<file path="src/rtl/mem_arbiter.sv">
// Two-port memory arbiter: shares one physical memory port between the I-side and D-side.
// Define ARB_RR_EN for round-robin contention; otherwise D always wins contention.
module mem_arbiter #(
   parameter int unsigned ADDR_W = 16,
   parameter int unsigned DATA_W = 16,
   parameter int unsigned MASK_W = DATA_W / 8
) (
   input  logic              clk,
   input  logic              rst_n,

   input  logic              i_read,
   input  logic              i_write,
   input  logic [ADDR_W-1:0] i_address,
   input  logic [DATA_W-1:0] i_wdata,
   input  logic [MASK_W-1:0] i_byte_enable,
   output logic              i_resp,
   output logic [DATA_W-1:0] i_rdata,

   input  logic              d_read,
   input  logic              d_write,
   input  logic [ADDR_W-1:0] d_address,
   input  logic [DATA_W-1:0] d_wdata,
   input  logic [MASK_W-1:0] d_byte_enable,
   output logic              d_resp,
   output logic [DATA_W-1:0] d_rdata,

   output logic              mem_read,
   output logic              mem_write,
   output logic [ADDR_W-1:0] mem_address,
   output logic [DATA_W-1:0] mem_wdata,
   output logic [MASK_W-1:0] mem_byte_enable,
   input  logic              mem_resp,
   input  logic [DATA_W-1:0] mem_rdata
);

   localparam logic [1:0] ST_IDLE    = 2'b00;
   localparam logic [1:0] ST_GRANT_I = 2'b01;
   localparam logic [1:0] ST_GRANT_D = 2'b10;

   localparam logic LG_I = 1'b0;
   localparam logic LG_D = 1'b1;

   logic [1:0] state;
   logic [1:0] state_nxt;
   logic       last_grant;
   logic       last_grant_nxt;
   logic       i_req;
   logic       d_req;
   logic       d_wins;

   assign i_req = i_read | i_write;
   assign d_req = d_read | d_write;

`ifdef ARB_RR_EN
   // Contention goes to whichever side did not complete the previous transaction.
   assign d_wins = (last_grant == LG_I);
`else
   assign d_wins = 1'b1;
`endif

   // Read data is broadcast; only the matching resp qualifies it.
   assign i_rdata = mem_rdata;
   assign d_rdata = mem_rdata;

   always_ff @(posedge clk) begin
      if (!rst_n) begin
         state      <= ST_IDLE;
         last_grant <= LG_I;
      end else begin
         state      <= state_nxt;
         last_grant <= last_grant_nxt;
      end
   end

   // Next-state selection and combinational pass-through of the granted side.
   always_comb begin
      state_nxt       = state;
      last_grant_nxt  = last_grant;
      mem_read        = 1'b0;
      mem_write       = 1'b0;
      mem_address     = '0;
      mem_wdata       = '0;
      mem_byte_enable = '0;
      i_resp          = 1'b0;
      d_resp          = 1'b0;

      case (state)
         ST_IDLE: begin
            if (i_req && d_req) begin
               state_nxt = d_wins ? ST_GRANT_D : ST_GRANT_I;
            end else if (i_req) begin
               state_nxt = ST_GRANT_I;
            end else if (d_req) begin
               state_nxt = ST_GRANT_D;
            end
         end
         ST_GRANT_I: begin
            mem_read        = i_read & ~i_write;
            mem_write       = i_write;
            mem_address     = i_address;
            mem_wdata       = i_wdata;
            mem_byte_enable = i_byte_enable;
            if (mem_resp) begin
               i_resp         = 1'b1;
               state_nxt      = ST_IDLE;
               last_grant_nxt = LG_I;
            end
         end
         ST_GRANT_D: begin
            mem_read        = d_read & ~d_write;
            mem_write       = d_write;
            mem_address     = d_address;
            mem_wdata       = d_wdata;
            mem_byte_enable = d_byte_enable;
            if (mem_resp) begin
               d_resp         = 1'b1;
               state_nxt      = ST_IDLE;
               last_grant_nxt = LG_D;
            end
         end
         default: begin
            state_nxt = ST_IDLE;
         end
      endcase
   end

endmodule
</file>
<file path="config.mk">
export PLATFORM = sky130hd
export DESIGN_NAME = mem_arbiter
export DESIGN_NICKNAME = d
export VERILOG_FILES = /design/src/rtl/mem_arbiter.sv
export SDC_FILE = /design/constraint.sdc
export NUM_CORES = 1
export LEC_CHECK = 0
export CAP_MARGIN = 20
export CORE_UTILIZATION = 22
export DETAILED_ROUTE_END_ITERATION = 8
export HOLD_SLACK_MARGIN = 0.05
export PLACE_DENSITY = 0.93
export SLEW_MARGIN = 0
export SYNTH_ARGS = -nofsm -noshare
export SYNTH_HDL_FRONTEND = slang
export SYNTH_SLANG_ARGS = --single-unit
export TNS_END_PERCENT = 100
</file>
<file path="constraint.sdc">
create_clock -name clk -period 1.8 [get_ports clk]
set_clock_uncertainty 0.15 [all_clocks]
set_input_delay 0.45 -clock clk [delete_from_list [all_inputs] [get_ports clk]]
set_output_delay 0.45 -clock clk [all_outputs]
set_load 0.03 [all_outputs]
</file>
==> flow_summary.toml <==
[yosys]
synthTopCellsByArea = "buf_4 (28%), a22oi_1 (27%), nor2b_1 (22%), dfxtp_1 (4.1%), ha_1 (3.9%)"
postSynthNetCount = 231
syn_inst = 137
synth.cell_area_sq_um = 975
synth_top_area_share_pct = 27.7
synth_cell_types = 19
ys_seq_area_share_pct = 4.11
yosysWarnings = 0
synth.largest_area_cell = "buf_4"
ys_ff_latch = 2
avgSynthCellArea_sq_um = 7.11

[hold_path]
hold_path_class = "register to register"

[clock_network]
cts_tree = "yes"
cts-htree-levels = 1
worstSkewPairLatency_ns = 0.21
clk_pin_slew_ns = 0.03
clk_path_buf_depth = 2
ctsHoldBuffers = 0
cts.sinks = 2
cts_buffers = 3
clock-root-buffer = "clkbuf_8"

[die]
chipWidth_um = 68.6
rows = 23
core_area_sq_um = 4120
die_y_um = 68.6
dieArea_sq_um = 4700
start_util_pct = 23.7
io_pins = 161

[grt]
antenna_found_initial = 0
grt_max_degree = 22
overflow = 0
grtUsageTotal_pct = 16.4
grt_pass1_wl_mm = 5.81
grt_pass1_vias = 1274

[sta]
hold_violations = 0
setup_viol = 38
whs_ns = 0.537
fmax_mhz = 485
relSlewSlack_pct = 85.2
setup-tns-final_ns = -7.11
period_share_pct = 115
rsz0062_at_grt = "true"
drv_slew = 0
tightest_slew_ns = 0.222
period_minus_slack_ns = 2.06
worst_slack_ns = -0.263

[placement]
preCtsSetupSlack_ns = -0.262
dp_cells = 268
io_buffers = 112
dpl_cell_area_sq_um = 2150
place_congestion = 0.658
dp_hpwl_mm = 3.01

[cells_and_area]
final_cell_area_sq_um = 2650
drive_gt1_share_pct = 60.2
utilization_pct = 64.4
layout.nets = 322
regMostFlops = "state"
largest_reg_flops = 2
final_cells = 276
synthToLayoutAreaGrowth_pct = 172
antennaDiodeCount = 0
reg_top3 = "state (2)"

[detailed_routing]
wire_per_inst_um = 15.8
first_iter_violations = 47
finalWirelength_mm = 4.35
viasPerCell = 4.70
ant_nets = 0
via_count = 1297
drtPass1Iterations = 2
route.detailed.drc = 0

[critical_path]
end_kind = "output pin"
crit_path_start_kind = "register"
path_max_fanout = 5
worstSetupPathType = "register to output pin"
worstPathRequired_ns = 1.20
arrival_ns = 1.46

[flow_run]
drv_cap = 0

[power]
ir_drop_v = 0.000330
power.density_nw_per_um2 = 590
power_mw = 1.56
leakage_nw = 0.953

[outcome]
failed_checks = "setup timing"
status = "complete, but fails checks"
==> repair_timing <==
action / CTS / global route
endpoints found under the setup margin: 38 / 38
resized for setup: 80 / 9
pin swaps: 3 / 5
setup buffers: 1 / 0
cloned: 1 / 3
==> synth_stat cells <==
cell type	count
a21oi_1	1
a22oi_1	35
and2_1	3
and3b_1	1
buf_2	4
buf_4	36
clkbuf_1	3
dfxtp_1	2
ha_1	3
inv_1	2
nand2_1	1
nand3b_1	1
nor2_1	3
nor2b_1	35
nor2b_4	1
nor3b_1	1
o21a_1	2
o21ai_0	1
o21ai_1	2
==> cell usage in the layout (no fill, tap or decap), types with 2 or more instances in the layout <==
master / Yosys / final
ha_4: 0 / 3
nor2_1: 3 / 3
buf_4: 36 / 8
a22oi_2: 0 / 31
clkbuf_8: 0 / 3
clkbuf_16: 0 / 3
nor2b_2: 0 / 9
a22oi_1: 35 / 4
buf_12: 0 / 6
buf_6: 0 / 37
and2_4: 0 / 2
nor2b_4: 1 / 27
clkdlybuf4s50_1: 0 / 73
o21a_1: 2 / 2
==> critical path, stage by stage, from the launching register on <==
cell and delay, ns:
dfxtp_2 0.33, buf_6 0.11, ha_4 0.22, buf_12 0.15, nand2_4 0.05, o21ai_2 0.13
and2_4 0.15, buf_6 0.12
==> worst paths after layout <==
path             from  endpoint  slack [ns]  depth (start not counted)
max          state[1]  mem_read       -0.26                          7
min          state[1]  state[1]        0.54                          3
max reg2reg  state[0]  state[1]        0.24                          6
min reg2reg  state[1]  state[1]        0.54                          3
==> report_power, final <==
group	total (mW)	switching, mW	internal, mW
clock network	0.175	0.0333	0.141
registers	0.0603	0.00755	0.0527
logic	1.33	0.563	0.765
==> cell families after synthesis <==
logic type,share of synthesized area (%)
AND/OR/NAND/NOR,29.8
buffers and inverters,31.7
AO/OA/AOI/OAI,30.6
adder cells (fa/ha/maj),3.85
flip-flops,4.11
==> metal layers <==
| metal | global-route usage, % | part of all wire, % | vias up |
|---|---|---|---|
| li1 | - | - | 628 |
| met1 | 17.0 | 33 | 608 |
| met2 | 31.9 | 58 | 57 |
| met3 | 4.28 | 8.7 | 4 |
| met4 | 4.69 | 0.53 | 0 |
| met5 | 0 | 0 | - |
==> layout make-up <==
type                    count  area (sq um)
fillers                   331          1470
well taps                  50          62.6
flip-flops and latches      2          45.0
clock buffers               3          41.3
repair buffers            129          1440
inverters                   2          10.0
multi-input cells          90          1050
No activity file was read; power rests on OpenSTA's default activity.
